### src/rtl/serial_arith_pkg.sv
// Shared definitions for the bit-serial arithmetic blocks: FSM state
// encoding, default operand width and a small state-decode helper.
package serial_arith_pkg;

    localparam int DEFAULT_WIDTH = 8;

    typedef enum logic [1:0] {
        ST_IDLE = 2'd0,
        ST_RUN  = 2'd1,
        ST_DONE = 2'd2
    } state_e;

    // The block can take a new request in every state except RUN.
    function automatic logic state_is_ready(input state_e st);
        return (st != ST_RUN);
    endfunction

endpackage

### src/rtl/full_subtractor_str.sv
// One-bit full subtractor built from gate primitives.
//   d    = a ^ b ^ bin
//   bout = (~a & b) | (~(a ^ b) & bin)
module full_subtractor_str (
    input  logic a,
    input  logic b,
    input  logic bin,
    output logic d,
    output logic bout
);

    logic axb_s;
    logic na_s;
    logic naxb_s;
    logic gen_s;
    logic prop_s;

    xor u_x1 (axb_s, a, b);
    xor u_x2 (d, axb_s, bin);
    not u_n1 (na_s, a);
    not u_n2 (naxb_s, axb_s);
    and u_a1 (gen_s, na_s, b);
    and u_a2 (prop_s, naxb_s, bin);
    or  u_o1 (bout, gen_s, prop_s);

endmodule

### src/rtl/serial_subtractor.sv
// Bit-serial subtractor: computes a - b (mod 2^WIDTH) one bit per cycle,
// LSB first, using a single full-subtractor cell. Results are presented
// on registered outputs that only change on the done cycle.
module serial_subtractor
    import serial_arith_pkg::*;
#(
    parameter int WIDTH = DEFAULT_WIDTH
) (
    input  logic             clk,
    input  logic             rst_n,
    input  logic             start,
    input  logic [WIDTH-1:0] a,
    input  logic [WIDTH-1:0] b,
    output logic             ready,
    output logic             done,
    output logic [WIDTH-1:0] diff,
    output logic             borrow,
    output logic             zero
);

    localparam int            CW       = $clog2(WIDTH + 1);
    localparam logic [CW-1:0] CNT_LAST = CW'(WIDTH - 1);
    localparam logic [CW-1:0] CNT_ONE  = {{(CW-1){1'b0}}, 1'b1};

    state_e           state_q, state_d;
    logic [WIDTH-1:0] a_q, a_d;
    logic [WIDTH-1:0] b_q, b_d;
    logic [WIDTH-1:0] res_q, res_d;
    logic [WIDTH-1:0] diff_q, diff_d;
    logic [CW-1:0]    cnt_q, cnt_d;
    logic             br_q, br_d;
    logic             borrow_q, borrow_d;
    logic             zero_q, zero_d;
    logic             done_q, done_d;
    logic             ready_q, ready_d;

    logic             fs_d_s;
    logic             fs_bout_s;
    logic [WIDTH-1:0] res_shift_s;
    logic             last_bit_s;

    full_subtractor_str u_fs (
        .a    (a_q[0]),
        .b    (b_q[0]),
        .bin  (br_q),
        .d    (fs_d_s),
        .bout (fs_bout_s)
    );

    // Result register after shifting in the current difference bit at the MSB.
    assign res_shift_s = {fs_d_s, res_q[WIDTH-1:1]};
    assign last_bit_s  = (cnt_q == CNT_LAST);

    // State register.
    always_ff @(posedge clk or negedge rst_n) begin
        if (!rst_n) begin
            state_q <= ST_IDLE;
        end else begin
            state_q <= state_d;
        end
    end

    // Next-state logic: IDLE/DONE accept start, RUN lasts exactly WIDTH cycles.
    always_comb begin
        state_d = state_q;
        case (state_q)
            ST_IDLE: begin
                if (start) begin
                    state_d = ST_RUN;
                end else begin
                    state_d = ST_IDLE;
                end
            end
            ST_RUN: begin
                if (last_bit_s) begin
                    state_d = ST_DONE;
                end else begin
                    state_d = ST_RUN;
                end
            end
            ST_DONE: begin
                if (start) begin
                    state_d = ST_RUN;
                end else begin
                    state_d = ST_IDLE;
                end
            end
            default: begin
                state_d = ST_IDLE;
            end
        endcase
    end

    // Datapath and output next-state: capture, per-bit shift, final result load.
    always_comb begin
        a_d      = a_q;
        b_d      = b_q;
        res_d    = res_q;
        cnt_d    = cnt_q;
        br_d     = br_q;
        diff_d   = diff_q;
        borrow_d = borrow_q;
        zero_d   = zero_q;
        done_d   = 1'b0;
        ready_d  = state_is_ready(state_d);
        case (state_q)
            ST_IDLE, ST_DONE: begin
                if (start) begin
                    a_d   = a;
                    b_d   = b;
                    res_d = {WIDTH{1'b0}};
                    cnt_d = {CW{1'b0}};
                    br_d  = 1'b0;
                end else begin
                    a_d   = a_q;
                    b_d   = b_q;
                end
            end
            ST_RUN: begin
                a_d   = {1'b0, a_q[WIDTH-1:1]};
                b_d   = {1'b0, b_q[WIDTH-1:1]};
                res_d = res_shift_s;
                br_d  = fs_bout_s;
                cnt_d = cnt_q + CNT_ONE;
                if (last_bit_s) begin
                    diff_d   = res_shift_s;
                    borrow_d = fs_bout_s;
                    zero_d   = (res_shift_s == {WIDTH{1'b0}});
                    done_d   = 1'b1;
                end else begin
                    done_d   = 1'b0;
                end
            end
            default: begin
                done_d = 1'b0;
            end
        endcase
    end

    // Datapath and output registers; reset leaves zero=1 to match diff=0.
    always_ff @(posedge clk or negedge rst_n) begin
        if (!rst_n) begin
            a_q      <= {WIDTH{1'b0}};
            b_q      <= {WIDTH{1'b0}};
            res_q    <= {WIDTH{1'b0}};
            cnt_q    <= {CW{1'b0}};
            br_q     <= 1'b0;
            diff_q   <= {WIDTH{1'b0}};
            borrow_q <= 1'b0;
            zero_q   <= 1'b1;
            done_q   <= 1'b0;
            ready_q  <= 1'b1;
        end else begin
            a_q      <= a_d;
            b_q      <= b_d;
            res_q    <= res_d;
            cnt_q    <= cnt_d;
            br_q     <= br_d;
            diff_q   <= diff_d;
            borrow_q <= borrow_d;
            zero_q   <= zero_d;
            done_q   <= done_d;
            ready_q  <= ready_d;
        end
    end

    assign ready  = ready_q;
    assign done   = done_q;
    assign diff   = diff_q;
    assign borrow = borrow_q;
    assign zero   = zero_q;

endmodule

### config.mk
export PLATFORM = sky130hd
export DESIGN_NAME = serial_subtractor
export DESIGN_NICKNAME = d
export VERILOG_FILES = /design/src/rtl/serial_arith_pkg.sv /design/src/rtl/full_subtractor_str.sv /design/src/rtl/serial_subtractor.sv
export SDC_FILE = /design/constraint.sdc
export NUM_CORES = 1
export LEC_CHECK = 0
export ABC_CLOCK_PERIOD_IN_PS = 1810
export CORE_MARGIN = 4
export CORE_UTILIZATION = 51
export DETAILED_ROUTE_END_ITERATION = 8
export GPL_TIMING_DRIVEN = 0
export PLACE_DENSITY_LB_ADDON = 0.25
export SLEW_MARGIN = 10
export SYNTH_ARGS = -nofsm -noshare
export SYNTH_HDL_FRONTEND = slang
export SYNTH_SLANG_ARGS = --single-unit
export TNS_END_PERCENT = 30
### constraint.sdc
create_clock -name clk -period 1.81 [get_ports clk]
set_input_delay 0.362 -clock clk [delete_from_list [all_inputs] [get_ports clk]]
set_output_delay 0.362 -clock clk [all_outputs]
set_load 0.05 [all_outputs]
==> results by group <==
Synthesis
  • Distinct cells, synth: 30
  • Synth Cell Area: roughly 1800 sq um
  • Post-synthesis sequential area ratio: between 50 and 60%
  • Cells after Synth: 123
  • Mean Syn Cell Area: about 14 sq um
  • Syn nets: between 100 and 150
  • FF+latch count, synth: just over 40
  • Ys Warns: 0

Setup path
  • Start point of the critical path: ready
  • CP Class: flop to output port
  • WP buf/inv: 1
  • Critical path's slowest cell: dfstp_2
  • Critical path arrival: between 1000 and 1500 ps
  • CP cell instances: dlygate4sd2_1
  • Crit path max fanout: 1
  • CP max stage delay: ~530 ps
  • R2r startpoint: a_q[0]
  • CP Capture Type: output port
  • Required time worst endpoint: 1450 ps
  • CP Launch Type: flop
  • Top cell family by delay on the critical path: flip-flops

Pwr
  • Pwr dens: approximately 1800 nW/um^2
  • Total power draw: 0.00397 W
  • Lkg Pwr: around 1.1 nW
  • VDD IR max: a little under 0.7 mV

STA
  • Slew Limit Fails: 0
  • Layout Skew: roughly 18 ps
  • Tightest Pin Transition: about 490 ps
  • Worst slew margin: between 60% and 70%
  • Minimum clock period: about 1800 ps
  • Endpoints failing hold: 0
  • Hold_ws: 481 ps
  • FMAX: ~570 MHz
  • Unrepaired setup endpoints after global routing: no
  • Final setup viols: 0
  • Final Cycle Share: a little over nine tenths
  • Setup TNS Final: 0 ps

Clock network
  • CTS Root Cell: clkbuf_4
  • TritonCTS Buffers: 5
  • Later-pin clock latency in the skew report: roughly 350 ps
  • CTS H-Tree Depth: 2
  • Setup bufs post-CTS: 0
  • # clock sinks: 41
  • CTS clk-pin slew, worst paths: approximately 130 ps
  • CTS tree: done
  • Clock tree buffer depth: 2

Finish
  • Post-route cell area: roughly 2200 sq um
  • Commonest cells after routing, fill and taps aside: dfrtp_1, a22o_1, clkdlybuf4s50_1
  • Layout area overhead: 24.5%
  • Leading cell type in the layout, fill and taps excluded: dfrtp_1
  • Final net count: between 150 and 200
  • Layout fillers: 284
  • Non-filler cells, final: between 200 and 250
  • Share of cells above drive strength 1: 20.2%
  • Ant diodes: 0
  • Area of the multi-input gates: ~660 sq um
  • Storage cell area: approximately 1000 sq um

Global route
  • Global Route Usage Sum: between 10% and 20%
  • GRT met2 Usage: 25.6%
  • Top Usage Layer GRT: met2
  • Met3 usage: 4.38%
  • Initial antenna violation count: 0
  • Pin count of the biggest net entering global routing: 24
  • Global route overflow: 0
  • First-pass GRT wire length: ~5400 um
  • Vias in the first global route: 1204
  • Met1 usage in global routing: a little over a fifth

Floorplan
  • Initial Utilization: a little over half
  • Core Rows: 21
  • DIE AREA: roughly 4500 sq um
  • I/O pins: 31
  • Horiz. Die Dim: around 67 um
  • Placeable Area: roughly 3300 sq um
  • Die Span Y: around 67 um

Routing
  • Via density: between 5 and 6
  • Wire length per cell: 14.8 um
  • Drt total wl: between 3000 and 4000 um
  • Pre-Repair DR Iteration Count: 4
  • ANT nets after route: 0
  • Remaining routing DRC violations: 0
  • Drt initial violations: 73
  • Routed vias: approximately 1200

Placement
  • Area of placed instances: 2150 sq um
  • Placed Instances: 200
  • Final HPWL DP: 2330 um
  • Count of input and output buffers: 30
  • GPL Wtd Cong: slightly below 0.8

Hold path
  • HP Class: input pin to asynchronous set/reset pin

Flow run
  • # Max-Cap Violations: 0

Status
  • Outcome: finished clean
## layout make-up
class | count | share of cell area [%]
Buffer | 8 | 2.85
Multi-Input combinational cell | 71 | 30.2
Tap cell | 46 | 2.62
Sequential cell | 41 | 46.8
Inverter | 3 | 0.513
Clock inverter | 3 | 0.797
Clock buffer | 5 | 1.71
Timing Repair Buffer | 32 | 14.5
## metal layers
| metal | vias up | part of all wire, % |
|---|---|---|
| li1 | 535 | - |
| met1 | 587 | 45 |
| met2 | 35 | 49 |
| met3 | 5 | 4.8 |
| met4 | 0 | 1.1 |
| met5 | - | 0 |
## synth_stat cells
cell	n	share of area (%)
nand2_1	1	0.21
fa_1	1	1.1
o31ai_1	2	0.85
a22o_1	24	12
mux2_4	8	6.8
inv_1	3	0.64
o21ai_0	2	0.57
nor2b_1	1	0.35
nor2_4	1	0.64
ha_1	1	0.71
mux2i_1	2	1.1
a221o_1	1	0.57
nor4_1	2	0.71
nand3b_4	1	1.1
nand4_1	1	0.35
buf_6	2	1.3
dfrtp_1	39	55
buf_4	4	1.7
buf_2	2	0.57
nor3_1	1	0.28
nand2b_1	2	0.71
o2bb2ai_1	1	0.50
nor2b_4	1	0.78
and2b_4	1	0.57
xnor2_1	1	0.50
dfstp_2	2	3.0
nor2_1	1	0.21
nor2_8	1	1.1
a21o_1	13	5.5
a21oi_1	1	0.28
## worst paths after layout
kind | endpoint | cells past startpoint | slack, ps
setup / recovery | ready | 1 | 60
hold / removal | res_q[6] | 2 | 480
setup reg to reg | zero | 4 | 260
hold reg to reg | a_q[3] | 1 | 490
max in group asynchronous | ready | 3 | 780
min in group clk | a_q[3] | 1 | 490
## timing repair
action,CTS,global route
hold buffers,1,0
gates cloned,0,0
resized for setup,12,1
endpoints found under the setup margin,12,1
endpoints found under the hold margin,17,0
## power by group
| part | switching (W) | internal (W) |
|---|---|---|
| Combinational | 0.00104 | 0.000900 |
| Clock | 0.000293 | 0.000147 |
| Sequential | 0.000263 | 0.00133 |
| Total | 0.00159 | 0.00237 |
## sequential cells by signal, indices dropped and copies added (netlist names)
name,flops
a_q,8
b_q,8
ready,1
diff,8
done,1
cnt_q,4
br_q,1
state_q,1
borrow,1
zero,1
res_q,7
## cells by family (layout without fill, tap and decap cells)
kind of cell	after synthesis	count (layout)	synth area share (%)
AO/OA/AOI/OAI	44	44	20.2
flip-flops	41	41	58.3
AND/OR/NAND/NOR	14	14	7.09
buffers and inverters	11	51	4.18
multiplexers	10	10	7.94
adder cells (fa/ha/maj)	2	2	1.84
XOR/XNOR	1	1	0.496
## metrics by stage
| step | setup slack [ps] | util [%] |
|---|---|---|
| 6_report | 58.0 | 65.8 |
| 4_1_cts | 25.7 | 65.8 |
| 3_3_place_gp | -562 | 63.6 |
| 3_5_place_dp | 147 | 64.3 |
| 2_1_floorplan | 240 | - |
| 5_1_grt | 24.7 | 65.8 |
(Power assumes the default switching activity.)
